$ cat config.mk
export PLATFORM = sky130hd
export DESIGN_NAME = trap_ctrl_unit
export DESIGN_NICKNAME = d
export VERILOG_FILES = /design/src/rtl/trap_ctrl_unit_pkg.sv /design/src/rtl/trap_ctrl_unit_irq_arb.sv /design/src/rtl/trap_ctrl_unit.sv
export SDC_FILE = /design/constraint.sdc
export NUM_CORES = 1
export LEC_CHECK = 0
export BUFFER_PORTS_ARGS = -buffer_cell sky130_fd_sc_hd__buf_2
export CAP_MARGIN = 20
export CORE_AREA = 2 2 197 199
export CTS_BUF_LIST = sky130_fd_sc_hd__clkbuf_16
export DETAILED_ROUTE_END_ITERATION = 16
export DIE_AREA = 0 0 199 201
export GPL_ROUTABILITY_DRIVEN = 0
export PLACE_DENSITY = 0.59
export SYNTH_ARGS = -nofsm -noshare
export SYNTH_HDL_FRONTEND = slang
export SYNTH_SLANG_ARGS = --single-unit
$ cat constraint.sdc
create_clock -name clk -period 3.9 [get_ports clk]
set_clock_uncertainty 0.15 [all_clocks]
set_input_delay 0.39 -clock clk [delete_from_list [all_inputs] [get_ports clk]]
set_output_delay 0.39 -clock clk [all_outputs]
set_load 0.01 [all_outputs]
$ cat src/rtl/trap_ctrl_unit_pkg.sv
// trap_ctrl_unit_pkg: CSR addresses, interrupt codes and FSM states for the trap control unit.
package trap_ctrl_unit_pkg;
    localparam logic [11:0] CSR_MSTATUS = 12'h300;
    localparam logic [11:0] CSR_MIE     = 12'h304;
    localparam logic [11:0] CSR_MTVEC   = 12'h305;
    localparam logic [11:0] CSR_MEPC    = 12'h341;
    localparam logic [11:0] CSR_MCAUSE  = 12'h342;
    localparam logic [11:0] CSR_MIP     = 12'h344;
    localparam logic [3:0]  IRQ_SW      = 4'd3;
    localparam logic [3:0]  IRQ_TM      = 4'd7;
    localparam logic [3:0]  IRQ_EXT     = 4'd11;
    localparam int          CAUSE_ECALL = 11;
    typedef enum logic [1:0] {IDLE, FLUSH, REDIR} state_t;
endpackage

$ cat src/rtl/trap_ctrl_unit_irq_arb.sv
// trap_irq_arb: fixed-priority interrupt selection, ext > sw > tm, gated by mstatus.MIE.
module trap_irq_arb
    import trap_ctrl_unit_pkg::*;
(
    input  logic       mie,
    input  logic [2:0] pend,
    output logic       take,
    output logic [3:0] code
);
    // pend is ordered {ext, tm, sw}, matching mip bits 11/7/3
    always_comb begin
        take = mie && |pend;
        code = pend[2] ? IRQ_EXT : pend[0] ? IRQ_SW : pend[1] ? IRQ_TM : 4'd0;
    end
endmodule

$ cat src/rtl/trap_ctrl_unit.sv
// trap_ctrl_unit: machine trap CSRs plus ecall/mret/interrupt sequencing over a flush/redirect handshake.
// Define TCU_VECTORED_EN to enable vectored interrupt dispatch (mtvec[1:0]==1).
module trap_ctrl_unit
    import trap_ctrl_unit_pkg::*;
#(
    parameter int              XLEN        = 64,
    parameter logic [XLEN-1:0] MTVEC_RESET = 'h8000_0000,
    parameter int              ECALL_CAUSE = CAUSE_ECALL
) (
    input  logic            clk,
    input  logic            rst_n,
    input  logic            commit_valid_i,
    input  logic            ecall_i,
    input  logic            mret_i,
    input  logic [XLEN-1:0] exc_pc_i,
    input  logic [XLEN-1:0] next_pc_i,
    input  logic            irq_sw_i,
    input  logic            irq_tm_i,
    input  logic            irq_ext_i,
    input  logic            csr_we_i,
    input  logic [11:0]     csr_addr_i,
    input  logic [XLEN-1:0] csr_wdata_i,
    output logic [XLEN-1:0] csr_rdata_o,
    input  logic            flush_ack_i,
    output logic            flush_o,
    output logic            redirect_valid_o,
    output logic [XLEN-1:0] redirect_pc_o,
    output logic            trap_busy_o,
    output logic            mie_o
);
    localparam logic [XLEN-1:0] ALIGN = {{(XLEN-2){1'b1}}, 2'b00};

    state_t          state;
    logic            mpie, take, commit, do_ecall, do_irq, do_mret, accept;
    logic [2:0]      mie_en;
    logic [3:0]      code;
    logic [XLEN-1:0] mtvec, mepc, mcause, target, base, irq_pc, next_target, trap_pc, mtvec_w;

    trap_irq_arb u_arb (
        .mie  (mie_o),
        .pend ({irq_ext_i & mie_en[2], irq_tm_i & mie_en[1], irq_sw_i & mie_en[0]}),
        .take (take),
        .code (code)
    );

    // ecall outranks interrupts, which outrank mret; one event per commit
    assign commit      = commit_valid_i && state == IDLE;
    assign do_ecall    = commit && ecall_i;
    assign do_irq      = commit && !ecall_i && take;
    assign do_mret     = commit && !ecall_i && !take && mret_i;
    assign accept      = do_ecall || do_irq || do_mret;
    assign trap_busy_o = state != IDLE;
    assign base        = mtvec & ALIGN;
    assign trap_pc     = do_ecall ? exc_pc_i : next_pc_i;
`ifdef TCU_VECTORED_EN
    assign irq_pc  = mtvec[1:0] == 2'd1 ? base + XLEN'({code, 2'b00}) : base;
    assign mtvec_w = (csr_wdata_i & ALIGN) | XLEN'(csr_wdata_i[1:0] == 2'd1);
`else
    assign irq_pc  = base;
    assign mtvec_w = csr_wdata_i & ALIGN;
`endif
    assign next_target = do_ecall ? base : do_irq ? irq_pc : mepc;

    always_comb begin
        csr_rdata_o = csr_addr_i == CSR_MSTATUS ? XLEN'({mpie, 3'b000, mie_o, 3'b000}) :
                      csr_addr_i == CSR_MIE     ? XLEN'({mie_en[2], 3'b000, mie_en[1], 3'b000, mie_en[0], 3'b000}) :
                      csr_addr_i == CSR_MTVEC   ? mtvec :
                      csr_addr_i == CSR_MEPC    ? mepc :
                      csr_addr_i == CSR_MCAUSE  ? mcause :
                      csr_addr_i == CSR_MIP     ? XLEN'({irq_ext_i, 3'b000, irq_tm_i, 3'b000, irq_sw_i, 3'b000}) :
                      '0;
    end

    always_ff @(posedge clk or negedge rst_n) begin
        if (!rst_n) begin
            state            <= IDLE;
            mie_o            <= 1'b0;
            mpie             <= 1'b0;
            mie_en           <= '0;
            mtvec            <= MTVEC_RESET & ALIGN;
            mepc             <= '0;
            mcause           <= '0;
            target           <= '0;
            flush_o          <= 1'b0;
            redirect_valid_o <= 1'b0;
            redirect_pc_o    <= '0;
        end else begin
            if (csr_we_i && csr_addr_i == CSR_MIE)
                mie_en <= {csr_wdata_i[11], csr_wdata_i[7], csr_wdata_i[3]};
            if (csr_we_i && csr_addr_i == CSR_MTVEC)
                mtvec <= mtvec_w;
            // a trap in the same cycle overrides software writes to mstatus/mepc/mcause
            if (do_ecall || do_irq) begin
                mepc   <= trap_pc & ALIGN;
                mcause <= do_ecall ? XLEN'(ECALL_CAUSE) : {1'b1, {(XLEN-5){1'b0}}, code};
                mpie   <= mie_o;
                mie_o  <= 1'b0;
            end else if (do_mret) begin
                mie_o <= mpie;
                mpie  <= 1'b1;
            end else if (csr_we_i) begin
                if (csr_addr_i == CSR_MSTATUS) begin
                    mie_o <= csr_wdata_i[3];
                    mpie  <= csr_wdata_i[7];
                end
                if (csr_addr_i == CSR_MEPC)
                    mepc <= csr_wdata_i & ALIGN;
                if (csr_addr_i == CSR_MCAUSE)
                    mcause <= csr_wdata_i;
            end
            case (state)
                IDLE: if (accept) begin
                    state   <= FLUSH;
                    flush_o <= 1'b1;
                    target  <= next_target;
                end
                FLUSH: if (flush_ack_i) begin
                    state            <= REDIR;
                    flush_o          <= 1'b0;
                    redirect_valid_o <= 1'b1;
                    redirect_pc_o    <= target;
                end
                default: begin
                    state            <= IDLE;
                    redirect_valid_o <= 1'b0;
                end
            endcase
        end
    end
endmodule

Word-level counts from Yosys, hierarchy flattened --
Index checks and enable logic that the tools add are counted.
Word-level totals: register bits after elaboration 327, bits of input ports 214, output and inout bits 132, word-level logic and storage cells 92
Cells by class: equality and inequality tests 10, mux-type cells 37, bitwise logic cells 4, reduce and logical (&&, ||, !) cells 30
Operators with widths (number):
- two-way mux 64 bit | 17
- equality test 12 x 10 -> 1 bit (second input constant) | 6
- two-way mux 12 bit | 1
- two-way mux 1 bit | 11
- AND reduction 2 bit | 5
- nonzero test 2 bit | 5
- logical AND 1 bit | 9
- AND reduction 3 bit | 3
- two-way mux 4 bit | 2
- nonzero test 3 bit | 2
- two-way mux 2 bit | 2
- != test 2 bit (second input constant) | 2
- case mux 1 bit (2 select lines) | 2
- case mux 2 bit (2 select lines) | 1
- AND 1 bit | 3
- two-way mux 3 bit | 1
- OR reduction 3 bit | 1
- equality test 2 x 1 -> 1 bit (second input constant) | 1
- logical NOT 1 bit | 2
- logical NOT 2 bit | 1
- logical OR 1 bit | 2
- != test 2 x 1 -> 1 bit (second input constant) | 1
- NOT 1 bit | 1

Logic depth before layout (Yosys ltp) --
Gate-level depths: netlist of the first run.
word-level depth 9, gate-level depth with buffers 9, gate-level depth less buffers 5

By module --
Synthesis of the first run repeated with hierarchy kept, for this count alone.
Second synthesis, totals: cell total of the unflattened synthesis 1734, area, all modules 15720.1 µm²
Modules (own cells, without submodules):
- trap_ctrl_unit | instances 1, cells each 1729, area an instance 15681.3 µm², seq. area each 8034.0 µm²
- trap_irq_arb | instances 1, cells each 5, area an instance 38.8 µm², seq. area each 0.0 µm²

Least setup slack after synthesis of the first run --
No wires, ideal clock.
kind input -> output, start input csr_addr_i[10], end output csr_rdata_o[7], data arrival time 2133 ps, required time 3360 ps, slack 1227 ps, cell stages on the path 7, path buffers 2, path through or4_4 -> buf_6 -> or2_1 -> buf_6 -> nor3_4 -> a22oi_1 -> o21ai_1
On the way: word-level cells in the longest chain between the ends 7, elaborated cells between the ends (all ways) 12, those cells by class eq/ne (6); mux (6)
Ends and longest elaborated chain:
- start: declaration | line trap_ctrl_unit.sv:21 | input logic [11:0] csr_addr_i,
- equality test 12 x 10 -> 1 bit | line trap_ctrl_unit.sv:70 | csr_addr_i == CSR_MIP ? XLEN'({irq_ext_i, 3'b000, irq_tm_i, 3'b000, irq_sw_i, 3'b000}) :
- two-way mux 12 bit | line trap_ctrl_unit.sv:70
- two-way mux 64 bit | line trap_ctrl_unit.sv:69 | csr_addr_i == CSR_MCAUSE ? mcause :
- two-way mux 64 bit | line trap_ctrl_unit.sv:68 | csr_addr_i == CSR_MEPC ? mepc :
- two-way mux 64 bit | line trap_ctrl_unit.sv:67 | csr_addr_i == CSR_MTVEC ? mtvec :
- two-way mux 64 bit | line trap_ctrl_unit.sv:66 | csr_addr_i == CSR_MIE ? XLEN'({mie_en[2], 3'b000, mie_en[1], 3'b000, mie_en[0], 3'b000}) :
- two-way mux 64 bit * | line trap_ctrl_unit.sv:65 | csr_rdata_o = csr_addr_i == CSR_MSTATUS ? XLEN'({mpie, 3'b000, mie_o, 3'b000}) :
- end: declaration | line trap_ctrl_unit.sv:23 | output logic [XLEN-1:0] csr_rdata_o,
Every way passes the cells marked *; elsewhere a longest branch is shown, timed or not.

Final worst setup path of the first run --
start input csr_addr_i[10], end output csr_rdata_o[53]
On the way: word-level cells in the longest chain between the ends 6, elaborated cells between the ends (all ways) 10, those cells by class eq/ne (5); mux (5)
Ends and longest elaborated chain (line):
- equality test 12 x 10 -> 1 bit | trap_ctrl_unit.sv:69
- two-way mux 64 bit | trap_ctrl_unit.sv:69
- two-way mux 64 bit | trap_ctrl_unit.sv:68
- two-way mux 64 bit | trap_ctrl_unit.sv:67
- two-way mux 64 bit | trap_ctrl_unit.sv:66
- two-way mux 64 bit * | trap_ctrl_unit.sv:65
Marked as above.

==> flow_summary.ini, run 1 <==
[synth]
synth_top_area_share_pct = 53.67
yosys.area_share.simple_pct = 16.57
yosysUniqueCellTypes = 52
synth_top_family_by_area = simple AND/OR/NAND/NOR gates
synth_edf_count = 0
synthCells = 1520
synthArstFlopShare_pct = 100.0
synth.area.mux_share_pct = 9.267
synth_seq_cells = 321
dominantRegCellSynth = dfrtp_1
synth_compound_area_share_pct = 15.29
synth_xor_area_share_pct = 0
synth_fa_ha_area_share_pct = 0
yosysTopAreaCell = dfrtp_1
synth_area_leaders = dfrtp_1, nand2_1, mux2_1
seq_area_frac_synth_pct = 53.85
synthesis.area_sq_um = 14920
yosysWarnings = 0
syn_avg_cell_area_sq_um = 9.815

[run_status]
status = complete, no violations

[worst_setup_path]
crit_slowest_cell = or4_4
endpoint_kind = primary output
crit_chain = buf_2, or4_4, or2_1, nor3_4, buf_12, a222oi_1, inv_1, buf_2
r2r_start = mie_en[0]$_DFFE_PN0P_
critical_path_class = input port to primary output
rr_worst_depth = 7
critPathLaunch = csr_addr_i[10]
arrival_ns = 2.52
critPathMaxStageDelay_ns = 0.59
rrSetupSlack_ns = 1.04
cp_common_cell = buf_2
required_ns = 3.36
crit_family = simple AND/OR/NAND/NOR gates
critPathMaxFanout = 60
r2r_end = mepc[48]$_DFFE_PN0P_
setup.worst_path.start_class = input port
critPathBufInv = 4

[final_layout]
finalInstanceArea_sq_um = 18900
fin_util_pct = 49.59
fin_cells = 2422
nets = 2087
fill_cells = 3650
syn_to_final_growth_pct = 26.67
drive_above_1_share_pct = 23.11

[clock_network]
tritoncts = built
clk_pin_slew_ns = 0.06
post_cts_resized = 0
cts_sinks = 321
clk_path_buf_depth = 3
htreeDepth = 2
cts_hold_buf = 63
cts_made_buffers = 39
cts_setup_buffers = 0
root_buffer = clkbuf_16
clock_latency_ns = 0.52

[place]
placed_area_sq_um = 17090
dp_worst_setup_slack_ns = 0.8000
dp.cells = 2287
io_buffers = 339
place_hpwl_um = 29530

[timing]
hold_violations = 0
setup_ws_ns = 0.8361
fmax_mhz = 326.4
holdWs_ns = 0.03179
worst_pin_slew_ns = 1.012
relSlewSlack_pct = 32.53
finalMaxSlewViolations = 0
rsz0062_at_grt = no
tns_ns = 0
finalCritPeriodShare_pct = 78.56
min_period_ns = 3.064
finalSetupViolCount = 0

[power]
max-vdd-ir-drop_mv = 0.3616
p_leak_nw = 9.688
p_per_area_nw_per_um2 = 546.0
finalPower_mw = 10.32

[global_route]
grt_pass1_wl_um = 74880
grt_pass1_vias = 13170
grt_usage_pct = 24.04
antenna_found_initial = 3
grt_max_degree = 88
overflow = 0

[die]
rows = 72
die_x_um = 199
core_sq_um = 38110
start_util_pct = 39.15
die_h_um = 201
io-pin-count = 346
dieArea_sq_um = 40000

[route]
wl_um = 48480
avgViaCountPerCell = 5.365
drc = 0
wl_per_cell_um = 20.02
drt-initial-drc-count = 830
dr.pass1.iters = 6
vias = 12990
ant_nets = 0

[min_path]
hold_depth = 3
holdPathEnd = mepc[58]$_DFFE_PN0P_
hold_class = input port to register
min_from = exc_pc_i[58]

[job]
drv_cap = 0
==> per-layer routing <==
metal	track usage, %	part of all wire (%)	up-vias
met1	32.04	43	6375
met2	40.10	48	521
met5	0	0	-
li1	-	-	6011
met3	4.200	6.8	86
met4	6.983	2.2	0
==> flip-flops by register name, summed over array words and instances, names as in the netlist, 2 cells and up <==
register,count
mcause,64
mepc,62
mtvec,62
redirect_pc_o,62
target,62
mie_en,3
state,2
==> cell families (layout without fill, tap and decap cells) <==
family	count (synthesis)	after routing
other	1	6
AOI/OAI and AO/OA	343	343
DFF	321	321
muxes	130	130
buffers and inverters	160	539
and+or+nand+nor	565	565
==> cells in the mapped netlist, types with 5 or more instances <==
cell type	n
a21oi_1	10
a222oi_1	29
a22o_1	60
a22oi_1	34
a31oi_1	63
and2_1	6
buf_2	41
buf_4	9
buf_6	8
clkbuf_1	59
dfrtp_1	320
inv_1	38
mux2_1	63
mux2i_1	65
nand2_1	448
nand2b_1	5
nor2_1	11
o21ai_0	71
o21ai_1	67
or3_1	62
==> placed cells by master, fill, tap and decap left out, drive strengths merged, types with 11 or more instances in the layout <==
cell type    count
a21oi           11
buf            369
o21ai          138
nor2            11
a22oi           34
a31oi           63
inv             50
dlygate4sd3     63
a22o            60
clkbuf          41
mux2            65
or3             62
nand2          448
a222oi          29
clkinv          12
mux2i           65
dfrtp          320
==> power breakdown <==
part	switching [mW]	total (mW)	internal, mW
sequential	0.575	4.79	4.22
combinational	1.29	2.18	0.899
clock	1.39	3.34	1.95
total	3.25	10.3	7.07
==> final cells by class <==
type / count / area (sq um) / area share (%)
diodes: 4 / 10.01 / 0.05297
clock buffers: 41 / 1026 / 5.429
clock inverters: 27 / 145.1 / 0.7680
inverters: 39 / 146.4 / 0.7746
multi-input cells: 1040 / 6201 / 32.81
flip-flops and latches: 321 / 8034 / 42.51
well taps: 518 / 648.1 / 3.430
repair buffers: 432 / 2688 / 14.22
==> worst max-delay path by stage <==
stage / cells past startpoint / end
floorplan: 7 / csr_rdata_o[7]
global placement: 7 / mepc[54]$_DFFE_PN0P_
detailed placement: 7 / mepc[48]$_DFFE_PN0P_
CTS: 8 / csr_rdata_o[7]
global route: 8 / csr_rdata_o[11]
finish: 8 / csr_rdata_o[53]
==> tightest hold or removal path, cell delays in order <==
cell and delay, ns:
buf_2 0.07, o21ai_0 0.07, a31oi_1 0.13
(Power assumes the default switching activity.)
==> run 2: changes to the inputs <==
--- a/config.mk
+++ b/config.mk
@@ -5,14 +5,15 @@
 export SDC_FILE = /design/constraint.sdc
 export NUM_CORES = 1
 export LEC_CHECK = 0
+export ABC_AREA = 1
 export BUFFER_PORTS_ARGS = -buffer_cell sky130_fd_sc_hd__buf_2
 export CAP_MARGIN = 20
-export CORE_AREA = 2 2 197 199
+export CORE_AREA = 2 2 208 210
 export CTS_BUF_LIST = sky130_fd_sc_hd__clkbuf_16
 export DETAILED_ROUTE_END_ITERATION = 16
-export DIE_AREA = 0 0 199 201
+export DIE_AREA = 0 0 210 212
 export GPL_ROUTABILITY_DRIVEN = 0
-export PLACE_DENSITY = 0.59
+export PLACE_DENSITY = 0.58
 export SYNTH_ARGS = -nofsm -noshare
 export SYNTH_HDL_FRONTEND = slang
 export SYNTH_SLANG_ARGS = --single-unit
==> constraint.sdc (replaced) <==
create_clock -name clk -period 3.2 [get_ports clk]
set_clock_uncertainty 0.15 [all_clocks]
set_input_delay 0.32 -clock clk [delete_from_list [all_inputs] [get_ports clk]]
set_output_delay 0.32 -clock clk [all_outputs]
set_load 0.01 [all_outputs]
==> run 2 against run 1 <==
Final cell count is 28% higher. Register-to-register slack got worse by 0.45 ns. Combinational power grew 50%. Global-route usage is 0.17 points higher. Cell area up 11%. Non-clock buffer count up 25. Routed wire length increased by 9.6%. First-iteration DRC count up 2.2%. Sequential power up 27%. Sequential share of layout area shrank 4.2 points. Critical path depth rose by 2. Via count rose by 18%. Largest power group unchanged. Highest routed layer unchanged.
==> flow_summary.ini, run 2 <==
[power]
finalPower_mw = 13.94
max-vdd-ir-drop_mv = 0.3307
p_leak_nw = 11.79
p_per_area_nw_per_um2 = 664.8

[place]
io_buffers = 339
dp.cells = 2959
place_hpwl_um = 34500

[global_route]
antenna_found_initial = 2
grt_usage_pct = 24.21
overflow = 0
grt_pass1_wl_um = 84180
grt_max_degree = 96
grt_pass1_vias = 15320

[synth]
synthCells = 2175
yosys-top-cells-count = nand2_1, dfrtp_1, inv_1
seq_area_frac_synth_pct = 47.83
yosysWarnings = 0
synth_area_leaders = dfrtp_1, nand2_1, inv_1
synth_seq_cells = 321
yosysTopAreaCell = dfrtp_1
synthesis.area_sq_um = 16800
syn_avg_cell_area_sq_um = 7.723
synthArstFlopShare_pct = 100.0
dominantRegCellSynth = dfrtp_1
yosysUniqueCellTypes = 35
synth_edf_count = 0
synth_most_common_cell = nand2_1
synth_top_area_share_pct = 47.67

[worst_setup_path]
arrival_ns = 2.89
endpoint_kind = register
required_ns = 3.48
crit_chain = nand2_1, nand3_1, nand2_2, nand2_2, nand2_8, buf_12, a21oi_1, dlygate4sd3_1, nor2_1, nand2_1
critPathMaxFanout = 93
critPathMaxStageDelay_ns = 0.58
crit_family = buffers and inverters
crit_slowest_cell = dlygate4sd3_1
setup.worst_path.start_class = register
critPathBufInv = 2
critical_path_class = register to register

[route]
ant_nets = 0
wl_um = 53160
drc = 0
drt-initial-drc-count = 848
wl_per_cell_um = 17.08
dr.pass1.iters = 5
avgViaCountPerCell = 4.932
vias = 15350

[die]
die_h_um = 212
start_util_pct = 39.52
die_x_um = 210
core_sq_um = 42510
rows = 76
io-pin-count = 346
dieArea_sq_um = 44520

[final_layout]
final_common_cell = nand2_1
nets = 2748
syn_to_final_growth_pct = 24.84
fin_cells = 3112
fin_util_pct = 49.34
largest_reg_flops = 64
drive_above_1_share_pct = 20.90
final_cell_mix = nand2_1, buf_2, dfrtp_1
largest-register = mcause

[timing]
min_period_ns = 2.610
finalSetupViolCount = 0
worst_pin_slew_ns = 0.8349
finalCritPeriodShare_pct = 81.56
tns_ns = 0
fmax_mhz = 383.2
holdWs_ns = 0.03008
hold_violations = 0
relSlewSlack_pct = 44.34
finalMaxSlewViolations = 0
rsz0062_at_grt = no

[clock_network]
post_cts_resized = 0
cts_setup_buffers = 0
cts_made_buffers = 40
cts_sinks = 321
clock_latency_ns = 0.55
root_buffer = clkbuf_16
tritoncts = built
clk_pin_slew_ns = 0.06
cts_hold_buf = 78
clk_path_buf_depth = 3
htreeDepth = 2

[run_status]
status = complete, no violations

[min_path]
hold_class = input port to register

[job]
drv_cap = 0
==> run 2: cell count changes after synthesis, moves of 34 or more <==
cell      previous run  this run
a22o_1              60         0
a22oi_1             34         0
a31oi_1             63         0
inv_1               38       200
mux2_1              63         4
mux2_4               0        40
mux2i_1             65         0
nand2_1            448       875
nand3_1              1       107
nor2_1              11        83
o211ai_1             0        59
o21ai_0             71       117
o21ai_1             67       128
or3_1               62         0
==> run 2: area by class of cell <==
class	instances	area (sq um)
clock inverter	31	294.0
timing repair buffer	457	2963
multi-input combinational	1504	7176
clock buffer	41	1026
antenna	2	5.005
fill	4186	21530
tap	546	683.2
inverter	210	790.8
sequential	321	8034
==> run 2: report_power, final <==
| group | switching, mW | leakage (nW) | internal, mW |
|---|---|---|---|
| sequential | 0.724 | 4.15 | 5.35 |
| combinational | 1.98 | 6.96 | 1.30 |
| clock | 1.79 | 0.680 | 2.80 |
| total | 4.49 | 11.8 | 9.45 |
==> run 2: layer usage <==
| metal | vias up | GRT usage [%] | part of all wire (%) |
|---|---|---|---|
| li1 | 7592 | - | - |
| met1 | 7252 | 32.38 | 46 |
| met2 | 420 | 40.89 | 47 |
| met3 | 83 | 3.205 | 4.7 |
| met4 | 0 | 7.777 | 2.4 |
| met5 | - | 0 | 0 |
==> run 2: cell families after synthesis <==
| kind of cell | count (synthesis) | share of synthesized area (%) |
|---|---|---|
| multiplexers | 59 | 4.849 |
| other | 1 | 0.02232 |
| buffers and inverters | 351 | 9.727 |
| AND/OR/NAND/NOR | 1092 | 25.98 |
| AO/OA/AOI/OAI | 351 | 11.60 |
| flip-flops | 321 | 47.83 |
==> run 2: through the flow <==
step / setup WS (ns) / area, sq um
2_1_floorplan: 1.326 / 16800
3_3_place_gp: 0.1544 / 18850
3_5_place_dp: 0.1520 / 18850
4_1_cts: 0.1442 / 20950
5_1_grt: 0.4192 / 20970
6_report: 0.5902 / 20970
==> run 2: worst paths after layout <==
kind	slack, ns	to	cells past startpoint	startpoint
min	0.03	mepc[22]$_DFFE_PN0P_	5	exc_pc_i[22]
max reg2reg	0.59	mepc[36]$_DFFE_PN0P_	10	mie_en[2]$_DFFE_PN0P_
min in group asynchronous	0.22	target[10]$_DFFE_PN0P_	2	rst_n
min reg2reg	0.32	redirect_pc_o[14]$_DFFE_PN0P_	2	target[14]$_DFFE_PN0P_
max	0.59	mepc[36]$_DFFE_PN0P_	10	mie_en[2]$_DFFE_PN0P_
max in group asynchronous	1.70	mtvec[31]$_DFFE_PN1P_	3	rst_n
==> run 2: worst min-delay path, delay by kind of cell <==
kind,cells,cell delay (ns)
simple gates,3,0.14
compound gates,1,0.14
buf+inv,1,0.08
